==> src/rtl/vga_timing_pkg.sv <==
// Shared VGA raster defaults (640x480@60) for the sync generator and the sync decoder.
package vga_timing_pkg;

  localparam int unsigned H_TOTAL   = 800;
  localparam int unsigned V_TOTAL   = 525;
  localparam int unsigned H_START   = 144;
  localparam int unsigned H_DISPLAY = 640;
  localparam int unsigned V_START   = 34;
  localparam int unsigned V_DISPLAY = 480;
  localparam logic        SYNC_POL  = 1'b0;

  function automatic logic in_window(input logic [31:0] cnt, input int unsigned start,
                                     input int unsigned len);
    return (cnt >= start) && (cnt < start + len);
  endfunction

endpackage

==> src/rtl/vga_sync_decoder_if.sv <==
// Pixel-rate sync stream: the generator drives it, the decoder consumes it.
interface vga_sync_decoder_if;

  logic pixel_tick;
  logic hsync;
  logic vsync;

  modport master (output pixel_tick, hsync, vsync);
  modport slave  (input  pixel_tick, hsync, vsync);

endinterface

==> src/rtl/vga_sync_decoder_sync_edge_detect.sv <==
// Normalises a sync line to active-high, samples it on pixel ticks and flags its start edge.
module sync_edge_detect #(
  parameter logic POL = 1'b0
) (
  input  logic clk,
  input  logic reset,
  input  logic tick,
  input  logic sync_in,
  output logic start
);

  logic active;
  logic q;

  assign active = ~(sync_in ^ POL);

  always_ff @(posedge clk) begin
    if (reset) begin
      q <= 1'b0;
    end else if (tick) begin
      q <= active;
    end
  end

  assign start = tick & active & ~q;

endmodule

==> src/rtl/vga_sync_decoder.sv <==
// Recovers pixel coordinates from an hsync/vsync stream, measures raster size and tracks lock.
module vga_sync_decoder
  import vga_timing_pkg::*;
#(
  parameter int unsigned H_TOTAL     = vga_timing_pkg::H_TOTAL,
  parameter int unsigned V_TOTAL     = vga_timing_pkg::V_TOTAL,
  parameter int unsigned H_START     = vga_timing_pkg::H_START,
  parameter int unsigned H_DISPLAY   = vga_timing_pkg::H_DISPLAY,
  parameter int unsigned V_START     = vga_timing_pkg::V_START,
  parameter int unsigned V_DISPLAY   = vga_timing_pkg::V_DISPLAY,
  parameter logic        SYNC_POL    = vga_timing_pkg::SYNC_POL,
  parameter int unsigned LOCK_FRAMES = 2,
  parameter int unsigned CW          = 11
) (
  input  logic                 clk,
  input  logic                 reset,
  vga_sync_decoder_if.slave    sync_in,
  output logic [CW-1:0]        pixel_x,
  output logic [CW-1:0]        pixel_y,
  output logic                 video_on,
  output logic                 frame_start,
  output logic                 locked,
  output logic [CW-1:0]        h_total,
  output logic [CW-1:0]        v_total
);

  localparam int unsigned   GW         = $clog2(LOCK_FRAMES + 2);
  localparam logic [CW-1:0] CNT_MAX    = '1;
  localparam logic [CW-1:0] H_TOTAL_C  = CW'(H_TOTAL);
  localparam logic [CW-1:0] V_TOTAL_C  = CW'(V_TOTAL);
  localparam logic [CW-1:0] H_START_C  = CW'(H_START);
  localparam logic [CW-1:0] V_START_C  = CW'(V_START);
  localparam logic [GW-1:0] LOCK_C     = GW'(LOCK_FRAMES);

  function automatic logic [CW-1:0] sat_inc(input logic [CW-1:0] c);
    return (c == CNT_MAX) ? c : c + 1'b1;
  endfunction

  logic          hs_start, vs_start;
  logic [CW-1:0] h_cnt, v_cnt, h_nxt, v_nxt;
  logic [CW-1:0] h_total_nxt, v_total_nxt, px_nxt, py_nxt;
  logic [GW-1:0] good, good_nxt;
  logic          v_pend, v_pend_nxt, have_h, have_h_nxt, have_v, have_v_nxt;
  logic          frame_ok, frame_ok_nxt, locked_nxt, vo_nxt, fs_nxt;
  logic          line_err, reload, win;

  sync_edge_detect #(.POL(SYNC_POL)) u_hs_edge (
    .clk     (clk),
    .reset   (reset),
    .tick    (sync_in.pixel_tick),
    .sync_in (sync_in.hsync),
    .start   (hs_start)
  );

  sync_edge_detect #(.POL(SYNC_POL)) u_vs_edge (
    .clk     (clk),
    .reset   (reset),
    .tick    (sync_in.pixel_tick),
    .sync_in (sync_in.vsync),
    .start   (vs_start)
  );

  always_comb begin
    h_nxt        = h_cnt;
    v_nxt        = v_cnt;
    v_pend_nxt   = v_pend;
    have_h_nxt   = have_h;
    have_v_nxt   = have_v;
    h_total_nxt  = h_total;
    v_total_nxt  = v_total;
    frame_ok_nxt = frame_ok;
    good_nxt     = good;
    locked_nxt   = locked;
    px_nxt       = pixel_x;
    py_nxt       = pixel_y;
    vo_nxt       = video_on;
    fs_nxt       = 1'b0;
    line_err     = 1'b0;
    reload       = 1'b0;
    win          = 1'b0;

    if (sync_in.pixel_tick) begin
      if (hs_start) begin
        h_nxt      = '0;
        have_h_nxt = 1'b1;
        if (have_h) begin
          h_total_nxt = sat_inc(h_cnt);
          line_err    = (h_total_nxt != H_TOTAL_C);
        end
      end else if (h_cnt == CNT_MAX) begin
        line_err = 1'b1;
      end else begin
        h_nxt = h_cnt + 1'b1;
      end

      // A vsync start on the same tick as hsync reloads v_cnt right away.
      if (vs_start) v_pend_nxt = 1'b1;
      if (hs_start) begin
        if (v_pend || vs_start) begin
          reload     = 1'b1;
          v_nxt      = '0;
          v_pend_nxt = 1'b0;
          fs_nxt     = 1'b1;
          have_v_nxt = 1'b1;
          if (have_v) v_total_nxt = sat_inc(v_cnt);
        end else begin
          v_nxt = sat_inc(v_cnt);
        end
      end

      if (line_err) begin
        good_nxt     = '0;
        locked_nxt   = 1'b0;
        frame_ok_nxt = 1'b0;
      end

      // The line closed by this hsync still belongs to the frame being judged.
      if (reload) begin
        if (have_v) begin
          if (frame_ok && !line_err && v_total_nxt == V_TOTAL_C) begin
            if (good != LOCK_C) good_nxt = good + 1'b1;
          end else begin
            good_nxt = '0;
          end
          locked_nxt = (good_nxt == LOCK_C);
        end
        frame_ok_nxt = 1'b1;
      end

      win    = in_window(32'(h_nxt), H_START, H_DISPLAY) &
               in_window(32'(v_nxt), V_START, V_DISPLAY);
      vo_nxt = locked_nxt & win;
      px_nxt = vo_nxt ? h_nxt - H_START_C : '0;
      py_nxt = vo_nxt ? v_nxt - V_START_C : '0;
    end
  end

  always_ff @(posedge clk) begin
    if (reset) begin
      h_cnt       <= '0;
      v_cnt       <= '0;
      v_pend      <= 1'b0;
      have_h      <= 1'b0;
      have_v      <= 1'b0;
      frame_ok    <= 1'b0;
      good        <= '0;
      locked      <= 1'b0;
      h_total     <= '0;
      v_total     <= '0;
      pixel_x     <= '0;
      pixel_y     <= '0;
      video_on    <= 1'b0;
      frame_start <= 1'b0;
    end else begin
      h_cnt       <= h_nxt;
      v_cnt       <= v_nxt;
      v_pend      <= v_pend_nxt;
      have_h      <= have_h_nxt;
      have_v      <= have_v_nxt;
      frame_ok    <= frame_ok_nxt;
      good        <= good_nxt;
      locked      <= locked_nxt;
      h_total     <= h_total_nxt;
      v_total     <= v_total_nxt;
      pixel_x     <= px_nxt;
      pixel_y     <= py_nxt;
      video_on    <= vo_nxt;
      frame_start <= fs_nxt;
    end
  end

endmodule

==> src/flat_wrapper.sv <==
// flat-port wrapper written by rule: the top's interface ports become plain ports
module vga_sync_decoder_flat import vga_timing_pkg::*;
#(
  parameter int unsigned H_TOTAL     = vga_timing_pkg::H_TOTAL,
  parameter int unsigned V_TOTAL     = vga_timing_pkg::V_TOTAL,
  parameter int unsigned H_START     = vga_timing_pkg::H_START,
  parameter int unsigned H_DISPLAY   = vga_timing_pkg::H_DISPLAY,
  parameter int unsigned V_START     = vga_timing_pkg::V_START,
  parameter int unsigned V_DISPLAY   = vga_timing_pkg::V_DISPLAY,
  parameter logic        SYNC_POL    = vga_timing_pkg::SYNC_POL,
  parameter int unsigned LOCK_FRAMES = 2,
  parameter int unsigned CW          = 11
)
  (clk, reset, pixel_x, pixel_y, video_on, frame_start, locked, h_total, v_total, sync_in_pixel_tick, sync_in_hsync, sync_in_vsync);
  vga_sync_decoder_if sync_in_i ();
  input  logic clk;
  input  logic reset;
  output logic [CW-1:0] pixel_x;
  output logic [CW-1:0] pixel_y;
  output logic video_on;
  output logic frame_start;
  output logic locked;
  output logic [CW-1:0] h_total;
  output logic [CW-1:0] v_total;
  input wire logic [$bits(sync_in_i.pixel_tick)-1:0] sync_in_pixel_tick;
  input wire logic [$bits(sync_in_i.hsync)-1:0] sync_in_hsync;
  input wire logic [$bits(sync_in_i.vsync)-1:0] sync_in_vsync;
  assign sync_in_i.pixel_tick = sync_in_pixel_tick;
  assign sync_in_i.hsync = sync_in_hsync;
  assign sync_in_i.vsync = sync_in_vsync;
  vga_sync_decoder #(.H_TOTAL(H_TOTAL), .V_TOTAL(V_TOTAL), .H_START(H_START), .H_DISPLAY(H_DISPLAY), .V_START(V_START), .V_DISPLAY(V_DISPLAY), .SYNC_POL(SYNC_POL), .LOCK_FRAMES(LOCK_FRAMES), .CW(CW)) u_core (.clk(clk), .reset(reset), .sync_in(sync_in_i), .pixel_x(pixel_x), .pixel_y(pixel_y), .video_on(video_on), .frame_start(frame_start), .locked(locked), .h_total(h_total), .v_total(v_total));
endmodule
==> config.mk <==
export PLATFORM = sky130hd
export DESIGN_NAME = vga_sync_decoder_flat
export DESIGN_NICKNAME = d
export VERILOG_FILES = /design/src/rtl/vga_timing_pkg.sv /design/src/rtl/vga_sync_decoder_if.sv /design/src/rtl/vga_sync_decoder_sync_edge_detect.sv /design/src/rtl/vga_sync_decoder.sv /design/src/flat_wrapper.sv
export SDC_FILE = /design/constraint.sdc
export NUM_CORES = 1
export LEC_CHECK = 0
export ABC_AREA = 1
export BUFFER_PORTS_ARGS = -buffer_cell sky130_fd_sc_hd__buf_4
export CAP_MARGIN = 20
export CORE_ASPECT_RATIO = 0.75
export CORE_MARGIN = 2
export CORE_UTILIZATION = 50
export DETAILED_ROUTE_END_ITERATION = 10
export PLACE_DENSITY = 0.74
export SYNTH_ARGS = -nofsm -noshare
export SYNTH_HDL_FRONTEND = slang
export SYNTH_SLANG_ARGS = --single-unit
==> constraint.sdc <==
create_clock -name clk -period 6.1 [get_ports clk]
set_input_delay 1.22 -clock clk [delete_from_list [all_inputs] [get_ports clk]]
set_output_delay 1.22 -clock clk [all_outputs]
set_load 0.05 [all_outputs]
## After elaboration in Yosys (flattened, before gate mapping)

Cells that the tools add are included.

| storage, ports and cells | value |
|---|---|
| memories kept | 0 |
| output and inout port bits | 47 |
| input bits | 5 |
| latch bits | 0 |
| ROM bits | 0 |
| flip-flop bits (word level) | 77 |
| RAM bits | 0 |

| cells by class | value |
|---|---|
| multiplexer cells | 37 |
| $lt $le $gt $ge | 4 |
| reductions and logical operators | 12 |
| bitwise logic cells | 11 |
| shifts and indexed selects | 0 |
| multiply operators | 0 |
| eq/ne operators | 6 |
| divide/modulo/power cells | 0 |
| add/sub/neg operators | 5 |

Operators with widths:

| kind | count |
|---|---|
| $mux W11 | 13 |
| $add A11 B1 Y11 const B | 2 |
| $eq A11 B11 Y1 const B | 2 |
| $lt A11 B10 Y1 const B | 2 |
| $mux W1 | 16 |
| $mux W2 | 8 |
| $eq A11 B10 Y1 const B | 1 |
| $ge A11 B6 Y1 const B | 1 |
| $ge A11 B8 Y1 const B | 1 |
| $ne A11 B10 Y1 const B | 1 |
| $sub A11 B6 Y11 const B | 1 |
| $sub A11 B8 Y11 const B | 1 |
| $and A1 B1 Y1 | 6 |
| $reduce_and A3 Y1 | 2 |
| $not A1 Y1 | 5 |
| $logic_and A1 B1 Y1 | 4 |
| $reduce_and A2 Y1 | 2 |
| $add A2 B1 Y2 const B | 1 |
| $eq A2 B2 Y1 const B | 1 |
| $ne A2 B2 Y1 const B | 1 |
| $reduce_bool A2 Y1 | 1 |
| $reduce_or A2 Y1 | 1 |
| $logic_not A1 Y1 | 1 |
| $logic_or A1 B1 Y1 | 1 |

## Longest topological paths before layout

| logic depth | value |
|---|---|
| depth in word-level cells | 19 |
| gate-level depth with buffers | 18 |
| depth with buffers taken out | 17 |

## Modules after synthesis

Synthesis repeated with hierarchy kept, for this count alone.

| unflattened totals | value |
|---|---|
| cell total of the unflattened synthesis | 638 |
| area total of the unflattened synthesis | 4,435.5 um^2 |

Modules (own cells, without submodules):

| module | times used | seq. area each (um^2) | area each (um^2) | cells each |
|---|---|---|---|---|
| vga_sync_decoder | 1 | 1,501.4 | 4,340.4 | 624 |
| sync_edge_detect | 2 | 20.0 | 47.5 | 7 |

## Least setup slack after synthesis

Ideal clock, no wire load.

| timing path | value |
|---|---|
| kind | input -> register |
| start point | input port sync_in_hsync |
| end point | register u_core.pixel_x[10] |
| path slack | 2,803 ps |
| buffers on the path | 3 |
| arrival time | 3,227 ps |
| data required time | 6,029 ps |
| stages on the path | 16 |
| cells stage by stage | inv_1 -> nand2_2 -> nor2_8 -> inv_2 -> buf_2 -> buf_6 -> a22oi_1 -> ha_1 -> or2_2 -> nor2_1 -> nand2_1 -> nand4_1 -> nor2_2 -> buf_6 -> nand4_1 -> a21oi_1 |

| between the ends | value |
|---|---|
| cells in the longest elaborated chain, start to end | 18 |
| elaborated cells between the ends (all ways) | 38 |

Ends and longest elaborated chain:

| element | RTL line | RTL |
|---|---|---|
| start, declared | flat_wrapper.sv:26 | `input wire logic [$bits(sync_in_i.hsync)-1:0] sync_in_hsync;` |
| $not A1 Y1 (*) | vga_sync_decoder_sync_edge_detect.sv:15 | `assign active = ~(sync_in ^ POL);` |
| $and A1 B1 Y1 (*) (2 in a row) | vga_sync_decoder_sync_edge_detect.sv:25 | `assign start = tick & active & ~q;` |
| parallel branches: the longest is 14 deep, another holds $mux W11 | -- |  |
| $mux W11 (*) | vga_sync_decoder.sv:133 | `px_nxt = vo_nxt ? h_nxt - H_START_C : '0;` |
| end signal, assigned | vga_sync_decoder.sv:165 | `pixel_x <= px_nxt;` |
| end, declared | vga_sync_decoder.sv:18 | `output logic [CW-1:0] pixel_x,` |

Every way passes the cells marked *. The select of a mux whose other input is x is not followed.
A chain may end at the register's enable or synchronous reset.

## Final worst setup path

| timing path | value |
|---|---|
| start point | input port sync_in_pixel_tick |
| end point | register u_core.pixel_y[3] |

| between the ends | value |
|---|---|
| cells in the longest elaborated chain, start to end | 18 |
| elaborated cells between the ends (all ways) | 43 |

Ends and longest elaborated chain:

| element | RTL line | RTL |
|---|---|---|
| start, declared | flat_wrapper.sv:25 | `input wire logic [$bits(sync_in_i.pixel_tick)-1:0] sync_in_pixel_tick;` |
| $and A1 B1 Y1 (2 in a row) | vga_sync_decoder_sync_edge_detect.sv:25 |  |
| $logic_or A1 B1 Y1 | vga_sync_decoder.sv:99 | `if (v_pend \|\| vs_start) begin` |
| $mux W11 | vga_sync_decoder.sv:99 |  |
| $mux W11 | vga_sync_decoder.sv:98 | `if (hs_start) begin` |
| $mux W11 | vga_sync_decoder.sv:82 | `if (sync_in.pixel_tick) begin` |
| $eq A11 B10 Y1 | vga_sync_decoder.sv:120 | `if (frame_ok && !line_err && v_total_nxt == V_TOTAL_C) begin` |
| $logic_and A1 B1 Y1 | vga_sync_decoder.sv:120 |  |
| $mux W2 | vga_sync_decoder.sv:120 |  |
| $mux W2 | vga_sync_decoder.sv:119 | `if (have_v) begin` |
| $mux W2 | vga_sync_decoder.sv:118 | `if (reload) begin` |
| $mux W2 | vga_sync_decoder.sv:82 |  |
| $eq A2 B2 Y1 | vga_sync_decoder.sv:125 | `locked_nxt = (good_nxt == LOCK_C);` |
| $mux W1 | vga_sync_decoder.sv:119 |  |
| $mux W1 | vga_sync_decoder.sv:118 |  |
| $mux W1 | vga_sync_decoder.sv:82 |  |
| $and A1 B1 Y1 | vga_sync_decoder.sv:132 | `vo_nxt = locked_nxt & win;` |
| $mux W11 | vga_sync_decoder.sv:134 | `py_nxt = vo_nxt ? v_nxt - V_START_C : '0;` |
| end signal, assigned | vga_sync_decoder.sv:166 | `pixel_y <= py_nxt;` |
| end, declared | vga_sync_decoder.sv:19 | `output logic [CW-1:0] pixel_y,` |

Several ways; a longest one is shown, not always the timed one. The select of a mux whose other input is x is not followed.

==> flow_metrics.py <==
metrics = {
    "floorplanning": {
        "die_h_um": 83.4,
        "io_pins": 52,
        "die_area_um2": 9150,
        "start_util_pct": 52.3,
        "die_w_um": 110,
        "rows": 28,
        "core_um2": 8020,
    },
    "setup_path": {
        "worstPathRequired_ps": 6370,
        "worst-path-max-fanout": 47,
        "crit_path_end_kind": "flop",
        "start_kind": "input pin",
        "path_class": "in2reg",
        "arrival_ps": 4650,
    },
    "grt": {
        "use_met1_pct": 38.7,
        "grt_max_degree": 60,
        "antenna_found_initial": 0,
        "grt_usage_pct": 25.6,
        "grt_pass1_wl_um": 18500,
        "grt_use_met3_pct": 7.14,
        "grt_busiest_layer": "met1",
        "use_met2_pct": 35.1,
        "overflow": 0,
        "grt_pass1_vias": 3746,
    },
    "pwr": {
        "leakagePower_nw": 2.22,
        "p_int_uw": 708,
        "pwr-share-comb_pct": 9.7,
        "p_switching_uw": 257,
        "vdd_drop_max_mv": 0.132,
        "power_frac_seq_pct": 53.9,
        "clockPowerShare_pct": 36.4,
        "powerDensity_nw_per_um2": 204,
        "p_sw_share_pct": 26.7,
    },
    "place": {
        "dp_hpwl_um": 8110,
        "place.gp.congestion": 0.939,
        "io_buffers": 51,
        "place_area_um2": 4560,
        "pre_cts_slack_ps": 1420,
    },
    "timing": {
        "setup_violations": 0,
        "worst_pin_slew_ps": 926,
        "setup_ws_ps": 1720,
        "hold_viol": 0,
        "tns_ps": 0,
        "slew_headroom_pct": 38.2,
        "timing.final.crit_share_pct": 71.8,
        "rsz0062_at_grt": "no",
        "fmax_mhz": 228,
        "slew_violations": 0,
        "fin_worst_skew_ps": 9.50,
        "min_period_ps": 4380,
    },
    "routing": {
        "drt-total-wl_um": 11200,
        "dr_total_vias": 4195,
        "wl_per_cell_um": 14.6,
        "avgViaCountPerCell": 5.46,
        "drtPass1Iterations": 6,
        "drt-initial-drc-count": 442,
        "drc": 0,
        "ant_nets": 0,
    },
    "final_layout": {
        "syn_to_final_growth_pct": 12.6,
        "finish.net_count": 669,
        "n_fill_cell": 781,
        "drive_gt1_share_pct": 15.5,
        "antennaDiodeCount": 0,
        "final_cell_area_um2": 4730,
        "postLayoutCoreUtil_pct": 58.9,
    },
    "synthesis": {
        "synth_top_area_share_pct": 36.7,
        "synth_area_leaders": "dfxtp_1, nand2_1, a21oi_1, inv_1, nor2_1",
        "async_reset_ff_share_pct": 0,
        "syn_avg_cell_area_um2": 6.75,
        "yosysWarnings": 0,
        "synth_enable_flop_cells": 0,
        "synth.distinct_cells": 34,
        "netlist_instances": 622,
        "synth_area_um2": 4200,
        "ys_ff_latch": 77,
        "synth_top_cell_by_area": "dfxtp_1",
        "yosysSeqAreaShare_pct": 36.7,
        "dominantRegCellSynth": "dfxtp_1",
        "synth_nets": 633,
    },
    "cts": {
        "ctsResizeCount": 0,
        "cts_tree": "yes",
        "cts-hold-fix-buffers": 0,
        "numCtsBuffers": 9,
        "htree_levels": 3,
        "clock_latency_ps": 350,
        "clockBufferDepth": 2,
        "post-cts-setup-buffers": 0,
        "clk_pin_slew_ps": 70,
        "cts.sinks": 77,
        "root_buffer": "clkbuf_8",
    },
    "run_status": {
        "status": "complete, no violations",
    },
    "hold_path": {
        "hold_class": "reg2reg",
    },
    "run": {
        "maxCapViolations": 0,
    },
}
[cell type report]
type	instances	area, µm²	area share [%]
multi-input cells	441	2200	46.6
flip-flops and latches	77	1540	32.6
repair buffers	52	390	8.26
inverters	77	289	6.11
clock buffers	15	166	3.52
well taps	105	131	2.78
clock inverters	1	5.00	0.106
[registers in the layout (all words and copies together), names as in the netlist, 2 cells and up]
name and count:
u_core.v_total 11, u_core.good 2, u_core.pixel_x 11, u_core.pixel_y 11
u_core.h_cnt 11, u_core.v_cnt 11, u_core.h_total 11
[power by group through the flow]
stage	Sequential, mW	Clock [mW]	Combinational, mW
final	0.520	0.351	0.0935
after detailed placement	0.532	0	0.0918
after global placement	0.531	0	0.0904
after CTS	0.520	0.358	0.0924
after floorplan	0.539	0	0.0626
after global routing	0.521	0.381	0.104
[path summary, 6_finish.rpt]
check	depth (start not counted)	slack [ps]	start	endpoint
worst max-delay path	16	1720	sync_in_pixel_tick	u_core.pixel_y[3]
worst min-delay path	2	450	u_core.v_total[6]	u_core.v_total[6]
worst max register to register	17	2670	u_core.v_cnt[1]	u_core.pixel_y[3]
worst min register to register	2	450	u_core.v_total[6]	u_core.v_total[6]
[cell families (layout without fill, tap and decap cells)]
family                   count (synthesis)  count (layout)  synth area share (%)
AO/OA/AOI/OAI                           96              96                  12.2
XOR/XNOR                                 9               9                  1.88
adder cells (fa/ha/maj)                  6               6                  1.79
AND/OR/NAND/NOR                        330             330                  36.7
buffers and inverters                  104             145                  10.8
flip-flops                              77              77                  36.7
[placed cells by master, fill, tap and decap left out]
cell type	n
clkbuf_8	11
o21ai_2	2
nor2_1	61
dfxtp_1	77
xnor2_1	2
clkinv_2	1
clkbuf_1	4
a21oi_2	1
nand3_1	36
inv_2	4
nand4_1	28
nand2_1	169
ha_1	6
a31o_2	1
inv_1	72
buf_4	52
nor3_1	2
o21ai_1	4
nor2_2	4
nand3_4	2
nand3_2	7
nor3_2	1
o211ai_1	5
o21ai_0	27
nand3b_1	3
or2_2	1
a22oi_1	1
a21oi_1	55
nor2_8	2
nand2_2	11
xor2_1	7
clkinv_1	1
nor2_4	3
[synth_stat cells (all sizes together), types with 2 or more instances]
cell type / number
clkbuf: 13
a21oi: 56
nor2: 70
xor2: 7
xnor2: 2
dfxtp: 77
o21ai: 33
inv: 76
nand3: 45
o211ai: 5
buf: 14
nand2: 180
ha: 6
nand4: 28
nor3: 3
nand3b: 3
[stage by stage]
stage	cells	total power [mW]	hold WS (ps)
after global routing	768	1.01	489
final	768	0.965	453
after detailed placement	752	0.623	447
after CTS	768	0.970	458
after floorplan	622	0.602	436
after global placement	752	0.621	437
[per-layer routing]
layer	wire length (µm)	vias up
met5	0	-
met4	137	0
met3	1010	15
met2	4630	189
met1	5420	1927
li1	-	2064
[worst max-delay path: stages]
cell and delay (ps):
buf_4 380, nand2_2 180, nor2_8 180, inv_2 180, nor2_2 410, inv_1 80
o21ai_1 200, inv_1 130, ha_1 250, nand2_1 80, nand2_1 80, nand2_1 100
nor2_1 60, nor2_2 710, nand4_1 180, a21oi_1 200
Power figures use the tool's default switching activity.
